==> src/rtl/pipeline_scoreboard.sv <==
// Register-hazard interlock for the register-fetch stage: tracks outstanding
// writes per architectural register and gates issue on RAW hazards and counter overflow.
module pipeline_scoreboard #(
  parameter int unsigned NREGS = 32,
  parameter int unsigned CNT_W = 2
) (
  input  logic        clk,
  input  logic        rst_n,
  input  logic        issue_valid,
  input  logic [4:0]  issue_rs,
  input  logic        issue_rs_used,
  input  logic [4:0]  issue_rt,
  input  logic        issue_rt_used,
  input  logic [4:0]  issue_rd,
  input  logic        issue_rd_we,
  output logic        issue_ready,
  input  logic        wb_valid,
  input  logic [4:0]  wb_rd,
  input  logic        flush,
  output logic        busy,
  output logic [31:0] stall_count
);

  logic [CNT_W-1:0] cnt     [NREGS];
  logic [CNT_W-1:0] cnt_nxt [NREGS];
  logic [CNT_W-1:0] cnt_rs, cnt_rt, cnt_rd;
  logic             hazard_rs, hazard_rt, overflow, fire, busy_nxt;

  always_comb begin
    cnt_rs = cnt[issue_rs];
    cnt_rt = cnt[issue_rt];
    cnt_rd = cnt[issue_rd];
  end

  // A retiring last write clears the hazard this cycle because the regfile writes through.
  always_comb begin
    hazard_rs   = issue_rs_used && (cnt_rs != '0) &&
                  !(wb_valid && (wb_rd == issue_rs) && (cnt_rs == CNT_W'(1)));
    hazard_rt   = issue_rt_used && (cnt_rt != '0) &&
                  !(wb_valid && (wb_rd == issue_rt) && (cnt_rt == CNT_W'(1)));
    overflow    = issue_rd_we && (issue_rd != 5'd0) && (cnt_rd == '1) &&
                  !(wb_valid && (wb_rd == issue_rd));
    issue_ready = !flush && !hazard_rs && !hazard_rt && !overflow;
    fire        = issue_valid && issue_ready;
  end

  always_comb begin
    busy_nxt = 1'b0;
    for (int unsigned r = 0; r < NREGS; r++) begin
      logic inc, dec;
      inc = fire && issue_rd_we && (issue_rd == 5'(r)) && (r != 0);
      dec = wb_valid && (wb_rd == 5'(r)) && (cnt[r] != '0);
      cnt_nxt[r] = cnt[r];
      if (flush)
        cnt_nxt[r] = '0;
      else if (inc && !dec)
        cnt_nxt[r] = cnt[r] + CNT_W'(1);
      else if (dec && !inc)
        cnt_nxt[r] = cnt[r] - CNT_W'(1);
      busy_nxt = busy_nxt | (cnt_nxt[r] != '0);
    end
  end

  always_ff @(posedge clk or negedge rst_n) begin
    if (!rst_n) begin
      for (int unsigned r = 0; r < NREGS; r++)
        cnt[r] <= '0;
      busy        <= 1'b0;
      stall_count <= '0;
    end else begin
      for (int unsigned r = 0; r < NREGS; r++)
        cnt[r] <= cnt_nxt[r];
      busy <= busy_nxt;
      if (issue_valid && !issue_ready && (stall_count != '1))
        stall_count <= stall_count + 32'd1;
    end
  end

endmodule

==> config.mk <==
export PLATFORM = sky130hd
export DESIGN_NAME = pipeline_scoreboard
export DESIGN_NICKNAME = d
export VERILOG_FILES = /design/src/rtl/pipeline_scoreboard.sv
export SDC_FILE = /design/constraint.sdc
export NUM_CORES = 1
export LEC_CHECK = 0
export BUFFER_PORTS_ARGS = -buffer_cell sky130_fd_sc_hd__buf_2
export CORE_UTILIZATION = 40
export DETAILED_ROUTE_END_ITERATION = 16
export PLACE_DENSITY = 0.64
export REMOVE_ABC_BUFFERS = 1
export SLEW_MARGIN = 20
export SYNTH_ARGS = -nofsm -noshare
export SYNTH_HDL_FRONTEND = slang
export SYNTH_SLANG_ARGS = --single-unit
export TNS_END_PERCENT = 50
==> constraint.sdc <==
create_clock -name clk -period 3.9 [get_ports clk]
set_clock_uncertainty 0.2 [all_clocks]
set_input_delay 0.78 -clock clk [delete_from_list [all_inputs] [get_ports clk]]
set_output_delay 0.78 -clock clk [all_outputs]
set_load 0.05 [all_outputs]
==> results.md, run 1 <==
* Synth Cell Area at about 9000 sq um
* Unrepaired setup endpoints after global routing: yes
* Clock Path Buffers at 2
* Initial Util at 41.0%
* TritonCTS Buffers at 9
* Hpwl dp at approximately 26000 microns
* Core area at approximately 22000 sq um
* Clk slew on worst S/H paths at around 80 ps
* CP max stage cell: mux4_2
* Share of post-route cells with drive strength above 1 at between 30% and 40%
* CP top delay family: compound AO/OA/AOI/OAI gates
* Post-synth EDFFs at 0
* Worst-margin pin slew at 847 ps
* Vias in the first global route at ~8.7k
* Initial DRC Count at between 800 and 900
* CP startpoint kind: primary input
* Total number of vias at around 9.1k
* Hold Crit Endpoint: stall_count[28]
* Net Switching at 975 uW
* Wire length per cell at around 22 microns
* Mapped Cells at around 1.0k
* I/O Buffers at 61
* Reg2Reg Depth at 12
* Initial antenna violation count at 0
* Final worst setup slack at -174 ps
* Period utilisation layout at 104%
* Ranking of synthesized cells by area: dfrtp_1 27%, mux4_2 9.5%, xnor2_1 7.0%
* Hold Path Depth at 1
* Seq/Total Area, Yosys at a little over a quarter
* Horiz. Die Dim at ~150 microns
* CTS tree: yes
* Failing checks: setup timing
* Final WL at approximately 34000 microns
* Clock group share of total power at roughly a third
* Crit Path Category: in -> reg
* Fin. Hold Viols at 0
* Later-pin clock latency in the skew report at ~370 ps
* Number of hold buffers added after CTS at 0
* End of the worst register-to-register path: busy
* CTS Root Cell: clkbuf_16
* Worst hold path type: reg -> reg
* Req. time, crit path at between 3000 and 4000 ps
* Warnings, synthesis at 0
* Die Y at 152 microns
* Largest net degree at the start of global routing at 57
* Final Setup Violations at 2
* Crit. End Element: register
* Lkg Pwr at just under 0.005 uW
* Post-route ant nets at 0
* Ordered cell list for the critical path: buf_6, buf_12, mux4_2, mux2_2, nor4_2, a2111o_2, nand2_2, buf_12, buf_12, o31a_1, or3_4, a211o_4, nor4_4, a41o_1, nand4_1
* CP dominant cell by count: buf_12
* Arr. time, crit path at 4100 ps
* Reg-to-Reg Start: cnt[60]
* Max Cap Violations at 0
* Clock period minus worst slack at roughly 4100 ps
* Overall power at around 2800 uW
* Status: finished, violations left
* Top cell type by total area after synthesis: dfrtp_1
* Synth Flop Type: dfrtp_1
* Power Density at about 230 nW/um^2
* Ports at 62
* Sw Share at a little over a third
* Leading cell type by number of instances after synthesis: dfrtp_1
* Global route total overflow at 0
* Top cells by count, synth: 97 x dfrtp_1, 85 x nand2_1, 83 x inv_1, 72 x xnor2_1, 68 x nor2_1
* Synth cell types at 74
* Ys async rst share at between 90% and 100%
* Max stage delay on crit path at 500 ps
* Clock sink count at 97
* R2R Setup Slk at -80 ps
* FP Rows at 54
* CP Launch Point: issue_rs[0]
* Buf/Inv on CP at 4
* Combinational share of power at between 20% and 30%
* Fin nets at ~1.3k
* Final instance area at roughly 12000 sq um
* Max-slew violation count at 0
* Antenna Cells at 0
* GP Congestion at 1.03
* GR Util All Layers at between 20% and 30%
* Synth top area share at approximately 27%
* Hold_sp: stall_count[28]
* Number of synthesized register bits at 97
* Initial DRT Pass Iterations at 5
* Fmax at 0.245 GHz
* Critical Path Fanout Max at 9
* Placed cell area at about 11000 sq um
* Vias/cell at a little under 6
* Internal power at 1780 uW
* DRC Markers at 0
* First-pass GRT wire length at 52000 microns
* Peak VDD IR at around 340 uV
* Sequential power share at 39.3%
* Layout area overhead at 31.3%
* Slew headroom at about 44%
* H-tree depth at 3
* Die ar. at approximately 23000 sq um
* Avg Cell Area, Syn at 8.87 sq um
[sequential cells by signal (all words and copies together), names as in the netlist]
register,count
busy,1
stall_count,32
cnt,64
[final cells by class]
class / count / area, sq um
repair buffers: 293 / 2240
multi-input cells: 768 / 6150
clock buffers: 10 / 239
well taps: 280 / 350
clock inverters: 6 / 71.3
fillers: 2004 / 10100
flip-flops and latches: 97 / 2430
inverters: 84 / 318
[worst max path at each step]
stage	end	slack [ps]	depth (start not counted)
after floorplan	busy	-660	11
after global placement	busy	-990	16
after detailed placement	busy	-1010	15
after CTS	busy	-180	15
after global routing	busy	-260	16
final	busy	-170	15
[metrics by stage]
stage | std cells | hold slack [ps] | utilization (%) | TNS, ps | setup slack, ps
2_1_floorplan | 949 | 284 | - | -1470 | -656
3_3_place_gp | 1511 | 273 | 50.7 | -8480 | -992
3_5_place_dp | 1511 | 276 | 50.7 | -9810 | -1010
4_1_cts | 1534 | 290 | 53.1 | -222 | -176
5_1_grt | 1538 | 317 | 53.9 | -372 | -259
6_report | 1538 | 288 | 53.9 | -243 | -174
[layer usage]
| metal | vias to the layer above | track usage (%) | wire length, microns |
|---|---|---|---|
| met1 | 4359 | 41.5 | 14400 |
| met3 | 101 | 6.30 | 3480 |
| met5 | - | 0 | 0 |
| met4 | 0 | 10.6 | 1280 |
| li1 | 4156 | - | - |
| met2 | 470 | 44.4 | 14700 |
[logic make-up (layout without fill, tap and decap cells)]
kind of cell               after synthesis  in the layout  synth area share [%]
AOI/OAI and AO/OA                      114            114                  9.95
xor gates and xnor gates                97             97                  10.5
adders and majority gates               35             35                  4.82
buffers and inverters                  148            393                  6.84
DFF                                     97             97                  27.0
muxes                                   79             79                  14.3
and+or+nand+nor                        443            443                  26.5
[power groups by stage]
stage,registers (uW),logic (uW),clock network [uW]
6_report,1080,709,960
2_1_floorplan,1200,191,0
3_3_place_gp,1100,659,0
5_1_grt,1090,745,1000
3_5_place_dp,1100,662,0
4_1_cts,1080,685,972
[placed cells by master, fill, tap and decap left out, types with 18 or more instances in the layout]
| cell type | Yosys | final |
|---|---|---|
| xor2_1 | 18 | 18 |
| or3_1 | 42 | 39 |
| nand2_1 | 85 | 84 |
| nor3_1 | 54 | 52 |
| inv_1 | 83 | 83 |
| buf_2 | 17 | 52 |
| dfrtp_1 | 97 | 97 |
| mux4_2 | 38 | 38 |
| nor2_1 | 68 | 68 |
| nand4_1 | 25 | 25 |
| mux2i_1 | 27 | 25 |
| and2_1 | 23 | 22 |
| ha_1 | 33 | 33 |
| nand3_1 | 59 | 58 |
| buf_4 | 4 | 221 |
| xnor2_1 | 72 | 72 |
[timing repair]
action	CTS	global route
hold endpoints to repair	0	0
endpoints found under the setup margin	3	2
setup buffers	7	4
gates resized for setup	38	22
pin swaps	8	14
Note: power is estimated with default switching activity, not from simulation.
==> inputs of run 2 (changes only) <==
- PLACE_DENSITY: 0.64 -> 0.62
- SETUP_SLACK_MARGIN: default -> 0.3
- clock period: 3.9 -> 4.15 ns (I/O delays scaled with it)
==> run 2 against run 1 <==
- the run now ends clean
- die area stayed put
- sequential power is 6% lower
- final area is 2.3% lower
- wire length is 6.4% lower
- utilization is 1.3 points lower
- flip-flop and latch count stayed put
- non-clock buffer count is 59 lower
- via count is 3.9% lower
- final cell count is 3.8% lower
- first-iteration DRC count is 7.8% lower
- highest routed layer unchanged
==> results.md, run 2 (same netlist as run 1, synthesis figures left out) <==
* Status: finished, final reports clean (was finished, violations left)
* Register Area at 2430 sq um (unchanged)
* Slew headroom at 40.0% (was 43.5%)
* Top Registers: cnt (64), stall_count (32), busy (1) (unchanged)
* Clock sink count at 97 (unchanged)
* Post-placement cell count at 1452 (was 1511)
* H-tree depth at 3 (unchanged)
* Lkg Pwr at 0.00471 uW (was 0.00493 uW)
* Largest net degree at the start of global routing at 55 (was 57)
* Fillers at 1996 (was 2004)
* First-pass GRT wire length at 48200 microns (was 52000 microns)
* Max Cap Violations at 0 (unchanged)
* Die Y at 152 microns (unchanged)
* GR Util All Layers at 27.3% (was 29.5%)
* Fin. Hold Viols at 0 (unchanged)
* Die ar. at 23100 sq um (unchanged)
* Pre-CTS setup slack at -703 ps (was -1010 ps)
* Antenna Cells at 0 (unchanged)
* Post-route ant nets at 0 (unchanged)
* Crit. End Element: register (unchanged)
* Critical Path Fanout Max at 5 (was 9)
* Arr. time, crit path at 4100 ps (about the same)
* FP Rows at 54 (unchanged)
* Layout area overhead at 28.3% (was 31.3%)
* Most frequent cells in the layout: 157 x buf_4, 97 x dfrtp_1, 84 x nand2_1 (was 221 x buf_4, 97 x dfrtp_1, 84 x nand2_1)
* Fmax at 0.245 GHz
* Core occupancy in the finished layout at 52.6% (was 53.9%)
* DRC Markers at 0 (unchanged)
* Unrepaired setup endpoints after global routing: yes (unchanged)
* Vias/cell at 5.90 (was 5.91)
* Commonest non-fill, non-tap cell in the layout: buf_4 (unchanged)
* TritonCTS Buffers at 9 (unchanged)
* Worst hold path type: in -> async (was reg -> reg)
* Reg with most FFs: cnt (unchanged)
* Hpwl dp at 24600 microns (was 26400 microns)
* Ports at 62 (unchanged)
* Later-pin clock latency in the skew report at 370 ps (about the same)
* CTS tree: yes (unchanged)
* Post-Layout Cell Count at 1479 (was 1538)
* Peak VDD IR at 306 uV (was 344 uV)
* Worst-margin pin slew at 899 ps (was 847 ps)
* Wire length per cell at 21.4 microns (was 22.0 microns)
* Req. time, crit path at 4180 ps (was 3920 ps)
* GP Congestion at 0.987 (was 1.03)
* Vias in the first global route at 8333 (was 8692)
* CTS Root Cell: clkbuf_16 (unchanged)
* Clock period minus worst slack at roughly 4000 ps
* Number of flip-flops in the largest register at 64 (unchanged)
* Fin nets at 1255 (was 1314)
* Crit Path Category: in -> reg (unchanged)
* Horiz. Die Dim at 152 microns (unchanged)
* CP startpoint kind: primary input (unchanged)
* Total number of vias at 8731 (was 9086)
* Period utilisation layout at approximately 98%
* Initial DRT Pass Iterations at 5 (unchanged)
* Multi-input logic area at 6270 sq um (was 6150 sq um)
* Core area at 21900 sq um (unchanged)
* Final Setup Violations at 0 (was 2)
* Max-slew violation count at 0 (unchanged)
* Final WL at 31700 microns (was 33900 microns)
* Final worst setup slack at 74.6 ps (was -174 ps)
* Power Density at 226 nW/um^2 (was 233 nW/um^2)
* Initial antenna violation count at 0 (unchanged)
* Clk slew on worst S/H paths at 90 ps (was 80 ps)
* Share of post-route cells with drive strength above 1 at 30.8% (was 32.8%)
* Clock Path Buffers at 2 (unchanged)
* Initial DRC Count at 776 (was 842)
* Global route total overflow at 0 (unchanged)
* Initial Util at 41.0% (unchanged)
* I/O Buffers at 61 (unchanged)
==> run 2: cell types whose count changed in the layout (fill, tap and decap cells not counted), moves of 3 or more <==
cell and change:
buf_4 -64, nor3_2 +5, nor3_1 -4, clkbuf_16 +3, clkbuf_4 +3, mux2_2 -3
mux2_4 +3
==> run 2: stage by stage <==
step	power [uW]	hold WS, ps	area [sq um]	setup TNS (ps)
after floorplan	1310	334	8680	-456
after global placement	1610	273	10600	-2050
after detailed placement	1610	273	10600	-2320
after CTS	2590	289	11200	0
after global routing	2690	313	11500	-27.5
final	2600	275	11500	0
==> run 2: report_power, final <==
group	switching (uW)	leakage, uW	total [uW]	internal, uW
Clock	455	0.000161	948	493
Combinational	400	0.00321	635	235
Sequential	43.0	0.00133	1020	976
Total	898	0.00471	2600	1700
==> run 2: layer usage <==
metal  global-route usage, %  up-vias  routed length (microns)
li1                        -     4042                        -
met1                    38.4     4216                    13700
met2                    41.1      419                    14000
met3                    6.16       54                     3060
met4                    9.76        0                      903
met5                       0        -                        0
==> run 2: worst paths after layout <==
path                       cells after the start  slack [ps]       startpoint               to
hold / removal                                 1         280            rst_n          cnt[41]
setup reg to reg                              15         210          cnt[48]             busy
min in group clk                               1         280  stall_count[28]  stall_count[28]
setup / recovery                              17          70      issue_rs[0]             busy
max in group asynchronous                      2        2720            rst_n  stall_count[15]
hold reg to reg                                1         280  stall_count[28]  stall_count[28]
==> run 2: area by class of cell <==
type                       instances  share of cell area, %
sequential                        97                   21.1
tap                              280                   3.04
inverter                          84                   2.76
clock inverter                     7                  0.934
clock buffer                       9                   1.95
multi-input combinational        768                   54.4
timing repair buffer             234                   15.9
==> run 2: timing repair <==
item / in CTS / in global routing
endpoints found under the hold margin: 0 / 0
buffers inserted: 5 / 3
gates cloned: 0 / 3
endpoints found under the setup margin: 14 / 10
resized for setup: 34 / 48
pin swaps: 10 / 26
hold buffers: 0 / 0
==> run 2: worst max-delay path, cell delays in order <==
cell and delay [ps]:
buf_6 120, buf_12 130, mux4_2 500, mux2_4 290
nor4_2 130, a2111o_2 210, buf_6 130, and2_4 160
buf_6 110, nand4_1 170, buf_4 200, xnor3_1 180
nor2_1 60, nor4_2 360, buf_4 170, and4_4 230
nand4_1 90
==> inputs of run 3 (changes only) <==
- CAP_MARGIN: default -> 20
- PLACE_DENSITY: 0.62 -> default
==> run 3 against run 2 <==
- wire length is 3.5% higher
- largest power group unchanged
- first-iteration DRC count is 19% higher
- combinational power is 3.9% higher
- maximum frequency is 0.82% lower
- non-clock buffer count is 40 higher
- clock power is 2% higher
- flip-flop and latch count stayed put
- critical path depth is 2 lower
- critical endpoint unchanged
- global-route usage is 1.5 points higher
==> results.md, run 3 (same netlist as run 1, synthesis figures left out) <==
* Clock sink count at 97 (unchanged)
* Critical Path Fanout Max at 7 (was 5)
* Fin. Hold Viols at 0 (unchanged)
* Lkg Pwr at 0.00491 uW (was 0.00471 uW)
* Req. time, crit path at 4170 ps (was 4180 ps)
* Total number of vias at 9027 (was 8731)
* Share of post-route cells with drive strength above 1 at 32.9% (was 30.8%)
* Most frequent cells in the layout: 190 x buf_4, 97 x dfrtp_1, 84 x nand2_1 (was 157 x buf_4, 97 x dfrtp_1, 84 x nand2_1)
* TritonCTS Buffers at 9 (unchanged)
* Power Density at 223 nW/um^2 (was 226 nW/um^2)
* Max-slew violation count at 0 (unchanged)
* Die Y at 152 microns (unchanged)
* Global route total overflow at 0 (unchanged)
* Post-route ant nets at 0 (unchanged)
* Largest net degree at the start of global routing at 57 (was 55)
* DRC Markers at 0 (unchanged)
* Initial DRC Count at 923 (was 776)
* Later-pin clock latency in the skew report at 370 ps (about the same)
* Multi-input logic area at 6250 sq um (was 6270 sq um)
* Commonest non-fill, non-tap cell in the layout: buf_4 (unchanged)
* FP Rows at 54 (unchanged)
* Worst-margin pin slew at 720 ps (was 899 ps)
* Fin Hold WS at 251 ps (was 275 ps)
* Initial DRT Pass Iterations at 5 (unchanged)
* CTS Root Cell: clkbuf_16 (unchanged)
* H-tree depth at 3 (unchanged)
* Fillers at 2012 (was 1996)
* Clk slew on worst S/H paths at 100 ps (was 90 ps)
* GP Congestion at 1.03 (was 0.987)
* Reg with most FFs: cnt (unchanged)
* Fin nets at 1295 (was 1255)
* Final WL at 32800 microns (was 31700 microns)
* Ports at 62 (unchanged)
* Clock Path Buffers at 2 (unchanged)
* Crit. End Element: register (unchanged)
* Crit Path Category: in -> reg (unchanged)
* GR Util All Layers at 28.8% (was 27.3%)
* CP startpoint kind: primary input (unchanged)
* Horiz. Die Dim at 152 microns (unchanged)
* Final worst setup slack at 40.9 ps (was 74.6 ps)
* Vias in the first global route at 8815 (was 8333)
* Pre-CTS setup slack at -453 ps (was -703 ps)
* Antenna Cells at 0 (unchanged)
* Hpwl dp at 25100 microns (was 24600 microns)
* CTS tree: yes (unchanged)
* Setup TNS at 0 ps (unchanged)
* Fmax at 0.243 GHz (was 0.245 GHz)
* Period utilisation layout at 99.0% (was 98.2%)
* Worst hold path type: in -> async (unchanged)
* Number of hold buffers added after CTS at 0 (unchanged)
* I/O Buffers at 61 (unchanged)
* First-pass GRT wire length at 51000 microns (was 48200 microns)
* Initial Util at 41.0% (unchanged)
* Clock period minus worst slack at 4110 ps (was 4080 ps)
* Register Area at 2430 sq um (unchanged)
* Layout area overhead at 32.1% (was 28.3%)
* Number of flip-flops in the largest register at 64 (unchanged)
* Max Cap Violations at 0 (unchanged)
* Final Setup Violations at 0 (unchanged)
* Peak VDD IR at 281 uV (was 306 uV)
* Unrepaired setup endpoints after global routing: yes (unchanged)
* Post-placement cell count at 1469 (was 1452)
* Core area at 21900 sq um (unchanged)
* Initial antenna violation count at 0 (unchanged)
* Post-Layout Cell Count at 1519 (was 1479)
* Vias/cell at 5.94 (was 5.90)
* Top Registers: cnt (64), stall_count (32), busy (1) (unchanged)
* Wire length per cell at 21.6 microns (was 21.4 microns)
* Slew headroom at 51.9% (was 40.0%)
* Die ar. at 23100 sq um (unchanged)
* Status: finished, final reports clean (unchanged)
* Arr. time, crit path at 4130 ps (was 4100 ps)
==> run 3: report_power, final <==
group	total (uW)	switching, uW	internal [uW]
registers	1020	42.3	976
clock network	965	472	493
logic	660	409	251
total	2640	924	1720
==> run 3: layout make-up <==
class	instances	share of cell area, %
clock inverter	7	0.865
multi-input combinational	768	52.7
inverter	84	2.68
clock buffer	9	1.90
sequential	97	20.5
timing repair buffer	274	18.5
tap	280	2.95
==> run 3: what timing repair did <==
action / in CTS / in global routing
resized for setup: 59 / 35
hold endpoints to repair: 0 / 0
gates cloned: 2 / 1
setup buffers: 27 / 4
setup endpoints to repair: 2 / 5
pin swaps: 28 / 13
==> run 3: final timing paths <==
path                                       from               to  slack (ps)  depth (start not counted)
worst min register to register  stall_count[28]  stall_count[28]         300                          1
min in group clk                stall_count[28]  stall_count[28]         300                          1
worst max-delay path                issue_rs[0]             busy          40                         15
max in group asynchronous                 rst_n          cnt[55]        2710                          2
worst min-delay path                      rst_n          cnt[41]         250                          1
worst max register to register          cnt[48]             busy         200                         12
==> run 3: layer usage <==
metal	GRT usage, %	share of wire, %	vias to the layer above
li1	-	-	4125
met1	39.1	42	4395
met2	43.3	44	437
met3	7.62	10	70
met4	12.2	4.0	0
met5	0	0	-
==> run 3: critical path, cell delays in order <==
cell      delay (ps)
buf_12           100
buf_12           110
mux4_2           480
mux2_4           310
nor4_4           240
a2111o_2         180
nand2_4           90
buf_12           160
buf_6            120
o31a_1           260
or3_4            390
a211o_1          300
nor4_2           240
a41o_1           200
nand4_1           90
==> run 3: through the flow <==
step / power (uW) / area [sq um] / utilization, %
after floorplan: 1310 / 8680 / -
after global placement: 1620 / 10800 / 49.2
after detailed placement: 1630 / 10800 / 49.2
after CTS: 2640 / 11600 / 53.1
after global routing: 2740 / 11900 / 54.2
final: 2640 / 11900 / 54.2
